--- config.mk ---
export PLATFORM = sky130hd
export DESIGN_NAME = apb_master_arbiter
export DESIGN_NICKNAME = d
export VERILOG_FILES = /design/src/rtl/apb_ctrl_pkg.sv /design/src/rtl/rr_arbiter2.sv /design/src/rtl/apb_master_arbiter.sv
export SDC_FILE = /design/constraint.sdc
export NUM_CORES = 1
export LEC_CHECK = 0
export ABC_CLOCK_PERIOD_IN_PS = 3000
export BUFFER_PORTS_ARGS = -buffer_cell sky130_fd_sc_hd__clkbuf_2
export CAP_MARGIN = 30
export CORE_MARGIN = 3
export CORE_UTILIZATION = 45
export CTS_BUF_LIST = sky130_fd_sc_hd__clkbuf_4 sky130_fd_sc_hd__clkbuf_8 sky130_fd_sc_hd__clkbuf_16
export CTS_CLUSTER_SIZE = 8
export DETAILED_ROUTE_END_ITERATION = 7
export PLACE_DENSITY = 0.81
export SLEW_MARGIN = 20
export SYNTH_ARGS = -nofsm -noshare
export SYNTH_HDL_FRONTEND = slang
export SYNTH_SLANG_ARGS = --single-unit
export TNS_END_PERCENT = 100
--- constraint.sdc ---
create_clock -name PCLK -period 3 [get_ports PCLK]
set_clock_uncertainty 0.2 [all_clocks]
set_input_delay 0.6 -clock PCLK [delete_from_list [all_inputs] [get_ports PCLK]]
set_output_delay 0.6 -clock PCLK [all_outputs]
set_load 0.05 [all_outputs]
--- src/rtl/apb_ctrl_pkg.sv ---
// Shared FSM state type, default bus widths and the slave's decoded address window
// for the two-requester APB master.
package apb_ctrl_pkg;

  typedef enum logic [1:0] {
    IDLE   = 2'd0,
    SETUP  = 2'd1,
    ACCESS = 2'd2
  } apb_state_e;

  localparam int unsigned APB_AW = 8;
  localparam int unsigned APB_DW = 8;

  // apb_slave answers PSLVERR outside this inclusive window
  localparam logic [7:0] ADDR_LO = 8'h05;
  localparam logic [7:0] ADDR_HI = 8'hF1;

  function automatic logic addr_in_range(input logic [7:0] addr);
    return (addr >= ADDR_LO) && (addr <= ADDR_HI);
  endfunction

endpackage

--- src/rtl/rr_arbiter2.sv ---
// Two-way round-robin arbiter: one-hot grant in the same cycle as the request.
// The priority pointer advances only on an accepted grant and then favours the other requester.
module rr_arbiter2 (
  input  logic       clk,
  input  logic       rst_n,
  input  logic [1:0] req,
  input  logic       accept,
  output logic [1:0] gnt
);

  logic prio_q, prio_d;  // 0 favours requester 0

  always_comb begin
    gnt = req;
    if (req == 2'b11) begin
      gnt = prio_q ? 2'b10 : 2'b01;
    end
  end

  always_comb begin
    prio_d = prio_q;
    if (accept && (gnt != 2'b00)) begin
      prio_d = gnt[0];
    end
  end

  always_ff @(posedge clk or negedge rst_n) begin
    if (!rst_n) begin
      prio_q <= 1'b0;
    end else begin
      prio_q <= prio_d;
    end
  end

endmodule

--- src/rtl/apb_master_arbiter.sv ---
// Two-requester APB master: accept -> SETUP -> ACCESS (waits on PREADY) -> IDLE with a one-cycle rsp pulse.
// Requests are held off by ready outside IDLE; responses have no backpressure.
module apb_master_arbiter
  import apb_ctrl_pkg::*;
#(
  parameter int unsigned AW      = APB_AW,
  parameter int unsigned DW      = APB_DW,
  parameter int unsigned TIMEOUT = 16
) (
  input  logic          PCLK,
  input  logic          RSTN,
  input  logic          req0_valid,
  input  logic          req0_write,
  input  logic [AW-1:0] req0_addr,
  input  logic [DW-1:0] req0_wdata,
  output logic          req0_ready,
  output logic          rsp0_valid,
  output logic [DW-1:0] rsp0_rdata,
  output logic          rsp0_err,
  input  logic          req1_valid,
  input  logic          req1_write,
  input  logic [AW-1:0] req1_addr,
  input  logic [DW-1:0] req1_wdata,
  output logic          req1_ready,
  output logic          rsp1_valid,
  output logic [DW-1:0] rsp1_rdata,
  output logic          rsp1_err,
  output logic          PSEL,
  output logic          PENABLE,
  output logic          PWRITE,
  output logic [AW-1:0] PADDR,
  output logic [DW-1:0] PWDATA,
  input  logic [DW-1:0] PRDATA,
  input  logic          PREADY,
  input  logic          PSLVERR,
  output logic          busy,
  output logic          timeout_pulse
);

  localparam int unsigned   CW        = (TIMEOUT > 0) ? $clog2(TIMEOUT + 1) : 1;
  localparam logic [CW-1:0] CNT_LIMIT = CW'(TIMEOUT);

  apb_state_e    state_q, state_d;
  logic          owner_q, owner_d;
  logic          pwrite_q, pwrite_d;
  logic [AW-1:0] paddr_q, paddr_d;
  logic [DW-1:0] pwdata_q, pwdata_d;
  logic [CW-1:0] cnt_q, cnt_d, cnt_inc;
  logic [1:0]    rsp_vld_q, rsp_vld_d;
  logic [1:0]    rsp_err_q, rsp_err_d;
  logic [DW-1:0] rsp0_rdata_q, rsp0_rdata_d;
  logic [DW-1:0] rsp1_rdata_q, rsp1_rdata_d;
  logic          tmo_q, tmo_d;

  logic [1:0]    gnt;
  logic          accept;
  logic          done;
  logic          done_err;
  logic [DW-1:0] done_rdata;

  assign accept = (state_q == IDLE) && (gnt != 2'b00);

  rr_arbiter2 u_arb (
    .clk    (PCLK),
    .rst_n  (RSTN),
    .req    ({req1_valid, req0_valid}),
    .accept (accept),
    .gnt    (gnt)
  );

  assign cnt_inc = cnt_q + CW'(1);

  always_comb begin
    state_d      = state_q;
    owner_d      = owner_q;
    pwrite_d     = pwrite_q;
    paddr_d      = paddr_q;
    pwdata_d     = pwdata_q;
    cnt_d        = cnt_q;
    rsp_vld_d    = 2'b00;
    rsp_err_d    = rsp_err_q;
    rsp0_rdata_d = rsp0_rdata_q;
    rsp1_rdata_d = rsp1_rdata_q;
    tmo_d        = 1'b0;
    done         = 1'b0;
    done_err     = 1'b0;
    done_rdata   = '0;

    unique case (state_q)
      IDLE: begin
        if (accept) begin
          state_d  = SETUP;
          owner_d  = gnt[1];
          pwrite_d = gnt[1] ? req1_write : req0_write;
          paddr_d  = gnt[1] ? req1_addr  : req0_addr;
          pwdata_d = gnt[1] ? req1_wdata : req0_wdata;
        end
      end
      SETUP: begin
        state_d = ACCESS;
        cnt_d   = '0;
      end
      ACCESS: begin
        // PREADY is checked first so a completion on the limit cycle is not aborted
        if (PREADY) begin
          state_d    = IDLE;
          done       = 1'b1;
          done_err   = PSLVERR;
          done_rdata = pwrite_q ? '0 : PRDATA;
        end else if ((TIMEOUT != 0) && (cnt_inc == CNT_LIMIT)) begin
          state_d  = IDLE;
          done     = 1'b1;
          done_err = 1'b1;
          tmo_d    = 1'b1;
        end else begin
          cnt_d = cnt_inc;
        end
      end
      default: state_d = IDLE;
    endcase

    if (done) begin
      rsp_vld_d[owner_q] = 1'b1;
      rsp_err_d[owner_q] = done_err;
      if (owner_q) begin
        rsp1_rdata_d = done_rdata;
      end else begin
        rsp0_rdata_d = done_rdata;
      end
    end
  end

  always_ff @(posedge PCLK or negedge RSTN) begin
    if (!RSTN) begin
      state_q      <= IDLE;
      owner_q      <= 1'b0;
      pwrite_q     <= 1'b0;
      paddr_q      <= '0;
      pwdata_q     <= '0;
      cnt_q        <= '0;
      rsp_vld_q    <= 2'b00;
      rsp_err_q    <= 2'b00;
      rsp0_rdata_q <= '0;
      rsp1_rdata_q <= '0;
      tmo_q        <= 1'b0;
    end else begin
      state_q      <= state_d;
      owner_q      <= owner_d;
      pwrite_q     <= pwrite_d;
      paddr_q      <= paddr_d;
      pwdata_q     <= pwdata_d;
      cnt_q        <= cnt_d;
      rsp_vld_q    <= rsp_vld_d;
      rsp_err_q    <= rsp_err_d;
      rsp0_rdata_q <= rsp0_rdata_d;
      rsp1_rdata_q <= rsp1_rdata_d;
      tmo_q        <= tmo_d;
    end
  end

  assign req0_ready    = (state_q == IDLE) && gnt[0];
  assign req1_ready    = (state_q == IDLE) && gnt[1];
  assign rsp0_valid    = rsp_vld_q[0];
  assign rsp1_valid    = rsp_vld_q[1];
  assign rsp0_err      = rsp_err_q[0];
  assign rsp1_err      = rsp_err_q[1];
  assign rsp0_rdata    = rsp0_rdata_q;
  assign rsp1_rdata    = rsp1_rdata_q;
  assign PSEL          = (state_q != IDLE);
  assign PENABLE       = (state_q == ACCESS);
  assign PWRITE        = pwrite_q;
  assign PADDR         = paddr_q;
  assign PWDATA        = pwdata_q;
  assign busy          = (state_q != IDLE);
  assign timeout_pulse = tmo_q;

endmodule

Word-level counts from Yosys, hierarchy flattened
Cells that the tools add are included.
{"block": "op_classes", "n_bitwise": 1, "n_eq_ne": 8, "muxes": 26, "n_lt_le_gt_ge": 2, "reduce_logical": 14, "n_addsub": 1}
{"cell": "$mux 8", "n": 5}
{"cell": "$mux 2", "n": 6}
{"cell": "$mux 5", "n": 2}
{"cell": "$pmux 5 s2", "n": 1}
{"cell": "$mux 1", "n": 9}
{"cell": "$reduce_and 2->1", "n": 4}
{"cell": "$pmux 2 s3", "n": 1}
{"cell": "$reduce_bool 2->1", "n": 3}
{"cell": "$add 5x1->5 const B", "n": 1}
{"cell": "$eq 5x5->1 const B", "n": 1}
{"cell": "$logic_and 1x1->1", "n": 5}
{"cell": "$eq 2x2->1 const B", "n": 2}
{"cell": "$ne 2x2->1 const B", "n": 2}
{"cell": "$ne 3x1->1 const B", "n": 1}
{"cell": "$reduce_and 3->1", "n": 1}
{"cell": "$bwmux 2", "n": 1}
{"cell": "$eq 2x1->1 const B", "n": 1}
{"cell": "$logic_not 2->1", "n": 1}
{"cell": "$lt 1x2->1 const B", "n": 1}
{"cell": "$ne 2x1->1 const B", "n": 1}
{"cell": "$demux 1 s1", "n": 1}
{"cell": "$ge 1x1->1 const B", "n": 1}
{"cell": "$not 1->1", "n": 1}
{"block": "word_totals", "wordCells": 64, "ff_bits": 47, "in_bits": 48, "output_inout_bits": 43}

Logic depth before layout (Yosys ltp)
{"block": "depth", "depth_word": 6, "depth_mapped": 6, "depth_no_buf": 6}

By module
A second synthesis with hierarchy kept.
{"block": "unflattened", "cells_unflattened": 224, "hier_area_um2": 2218.4}
{"mod": "apb_master_arbiter", "area_each_um2": 2163.3, "n_inst": 1, "cells_each": 218, "seq_area_each_um2": 1151.1}
{"mod": "rr_arbiter2", "area_each_um2": 55.1, "n_inst": 1, "cells_each": 6, "seq_area_each_um2": 25.0}

Worst setup path before layout
OpenSTA, ideal clock, no wires.
{"block": "synth_timing", "path_type": "register to output", "startpoint": "reg state_q[0]", "endpoint": "out req0_ready", "path_buffers": 0, "path_slack_ns": -0.020, "path_stages_with_launch": 5, "t_required_ns": 2.200, "arrival_time_ns": 2.220, "path_cell_list": "dfrtp_1 > inv_1 > ha_1 > inv_1 > a211oi_1"}
{"block": "synth_between", "elab_chain_cells": 2}
{"element": "start: declaration", "line_no": "apb_master_arbiter.sv:43", "text": "apb_state_e state_q, state_d;"}
{"element": "start signal: assignment", "line_no": "apb_master_arbiter.sv:147", "text": "state_q <= state_d;"}
{"element": "$logic_not 2->1", "line_no": "apb_master_arbiter.sv:161", "text": "assign req0_ready = (state_q == IDLE) && gnt[0];"}
{"element": "$logic_and 1x1->1", "line_no": "apb_master_arbiter.sv:161"}
{"element": "end: declaration", "line_no": "apb_master_arbiter.sv:16", "text": "output logic req0_ready,"}
No other way between the ends.

Worst setup path after layout
Same ends and word-level chain as after synthesis.

==> out/results.ini <==
[critical_path]
rr_startpoint=cnt_q[0]$_DFFE_PN0P_
end_kind=primary output
cp.required_ns=2.20
path_class=register to primary output
cpPeakStageDelay_ns=0.39
crit_slowest_cell=dfrtp_1
setup.worst_path.start_class=register
startpoint=state_q[0]$_DFFE_PN0P_
cp_max_fo=6
regToRegSetupSlack_ns=0.77
r2r-end=rsp1_rdata[6]$_DFFE_PN0P_
crit_top_cell=inv_1
crit_end=req0_ready
path_cells=inv_1, ha_1, inv_1, a211oi_2, clkbuf_2
rr_worst_depth=6
worstPathArrival_ns=1.78

[layout]
areaGrowthSynthToFinish_pct=31.1
layout.cells.non_filler=358
stdcell_area_um2=2880
drive_gt1_frac=0.389
diodes=0
finalNetCount=345

[floorplanning]
die_h_um=75.8
core-area_um2=4530
rows=24
die_w_um=75.8
dieArea_um2=5750
io_pins=91
start_util=0.484

[routing]
viasPerCell=5.11
routedWlPerCell_um=13.4
route.detailed.drc=0
vias=1830
postRouteAntennaNets=0
drtPass1Iterations=4
drt-total-wl_um=4790
dr.first_iter.drc_count=94

[synthesis]
syn_inst=198
synthArstFlopShare=1.00
synth_edf_count=0
ys_warn_count=0
synth_area_um2=2190
synth_area_leaders=dfrtp_1 54%, mux2i_1 7.8%, a22o_1 6.4%, nand2_1 4.3%, o21ai_0 3.9%
synth_top_area_share=0.536
synth.most_common_cell=dfrtp_1
yosys.area.top_type=dfrtp_1
ys_types=39
synth_commonest_cells=47 x dfrtp_1, 25 x nand2_1, 17 x mux2i_1, 17 x o21ai_0, 16 x a22o_1
avgSynthCellArea_um2=11.1
synth_ff_type=dfrtp_1
syn_nets=251
synth_seq_cells=47
ys_seq_area_frac=0.536

[clock_tree]
clock_path_buffers=2
htree_levels=2
cts_buffers=5
path_clk_slew_ns=0.09
clk-insertion-delay-late_ns=0.29
ctsResizeCount=0
clock-root-buffer=clkbuf_8
postCtsHoldBufs=0
post-cts-setup-buffer-count=0
cts_tree=done
clock_sinks=47

[timing]
min_period_ns=2.58
rsz0062_at_grt=false
min_period_over_period=0.859
fmax_mhz=388
worst_slack_ns=0.422
setup_tns_ns=0
slew_headroom=0.502
finalSetupViolCount=0
hold_viol_final=0
drv_slew=0
worst_pin_slew_ns=0.745

[min_path]
hold_path_class=input pin to async pin

[placement]
portBuffers=90
place_hpwl_um=3730
dp_slack_ns=0.783
place_area_um2=2740
place_congestion=0.852
placed_cells=350

[status]
outcome=finished clean

[global_route]
antenna_found_initial=0
overflow=0
grt_use_total=0.169
grt_pass1_vias=1657
grt_max_degree=35
grt_pass1_wl_um=7460

[pwr]
p_per_area_nw_per_um2=1180
vdd_drop_max_v=0.000725
power_mw=3.40
leakagePower_nw=1.55

[flow_run]
maxCapViolCount=0

==> state kept, by name, indices dropped and copies added, names as in the netlist <==
signal	count
rsp0_rdata	8
PADDR	8
cnt_q	5
rsp_err_q	2
timeout_pulse	1
u_arb.prio_q	1
rsp1_rdata	8
rsp_vld_q	2
PWRITE	1
state_q	2
PWDATA	8
owner_q	1
==> critical path, delay by kind of cell (launching register included) <==
kind,cells,cell delay (ns)
DFF,1,0.39
adders and majority gates,1,0.28
AOI/OAI and AO/OA,1,0.23
buffers and inverters,3,0.58
==> stage by stage <==
stage	hold slack (ns)	util
finish	0.0907	0.634
detailed placement	0.270	0.603
CTS	0.101	0.634
global route	0.129	0.634
global placement	0.264	0.603
floorplan	0.104	-
==> worst min path at each step <==
stage | from | endpoint | slack (ns)
detailed placement | PADDR[0]$_DFFE_PN0P_ | PADDR[0]$_DFFE_PN0P_ | 0.27
global placement | PWDATA[6]$_DFFE_PN0P_ | PWDATA[6]$_DFFE_PN0P_ | 0.26
floorplan | RSTN | PADDR[0]$_DFFE_PN0P_ | 0.10
global route | RSTN | rsp1_rdata[5]$_DFFE_PN0P_ | 0.13
finish | RSTN | rsp0_rdata[1]$_DFFE_PN0P_ | 0.09
CTS | RSTN | rsp0_rdata[1]$_DFFE_PN0P_ | 0.10
==> power by group <==
| part | internal [mW] | leakage, nW | total, mW | switching, mW |
|---|---|---|---|---|
| combinational | 0.442 | 0.880 | 1.79 | 1.34 |
| sequential | 0.888 | 0.596 | 1.06 | 0.175 |
| clock | 0.338 | 0.0703 | 0.553 | 0.215 |
==> kinds of logic (layout without fill, tap and decap cells) <==
| family | Yosys count | count (layout) | synth area share |
|---|---|---|---|
| flops | 47 | 47 | 0.536 |
| simple gates | 50 | 50 | 0.128 |
| mux | 18 | 18 | 0.0827 |
| buf+inv | 20 | 115 | 0.0388 |
| fa+ha+maj | 5 | 5 | 0.0285 |
| compound gates | 58 | 58 | 0.186 |
==> layout make-up <==
type                    count  area [um^2]
flip-flops and latches     47         1180
fillers                   385         1660
clock buffers               5         68.8
multi-input cells         131          945
inverters                  12         45.0
well taps                  65         81.3
clock inverters             3         71.3
repair buffers             95          488
==> per-layer routing <==
layer,track usage,part of all wire,vias up,routed length [um]
li1,-,-,894,-
met1,0.237,0.47,849,2230
met2,0.262,0.44,83,2120
met3,0.0383,0.082,4,391
met4,0.0524,0.0094,0,45
met5,0,0,-,0
==> placed cells by master (no fill, tap or decap), types with 2 or more instances in the layout <==
| master | instances |
|---|---|
| mux2i_1 | 17 |
| ha_1 | 5 |
| a21oi_1 | 7 |
| o21ai_2 | 2 |
| dfrtp_1 | 47 |
| buf_4 | 5 |
| nor3_1 | 3 |
| nor2_1 | 4 |
| o21ai_1 | 3 |
| o21ai_0 | 17 |
| nand3_1 | 3 |
| nand2_1 | 25 |
| and3_1 | 2 |
| o22ai_1 | 2 |
| a31oi_1 | 2 |
| bufinv_16 | 2 |
| inv_1 | 12 |
| a22o_1 | 16 |
| nand3_4 | 2 |
| clkbuf_2 | 90 |
| clkbuf_8 | 5 |
| nor2b_1 | 2 |
Note: power is estimated with default switching activity, not from simulation.
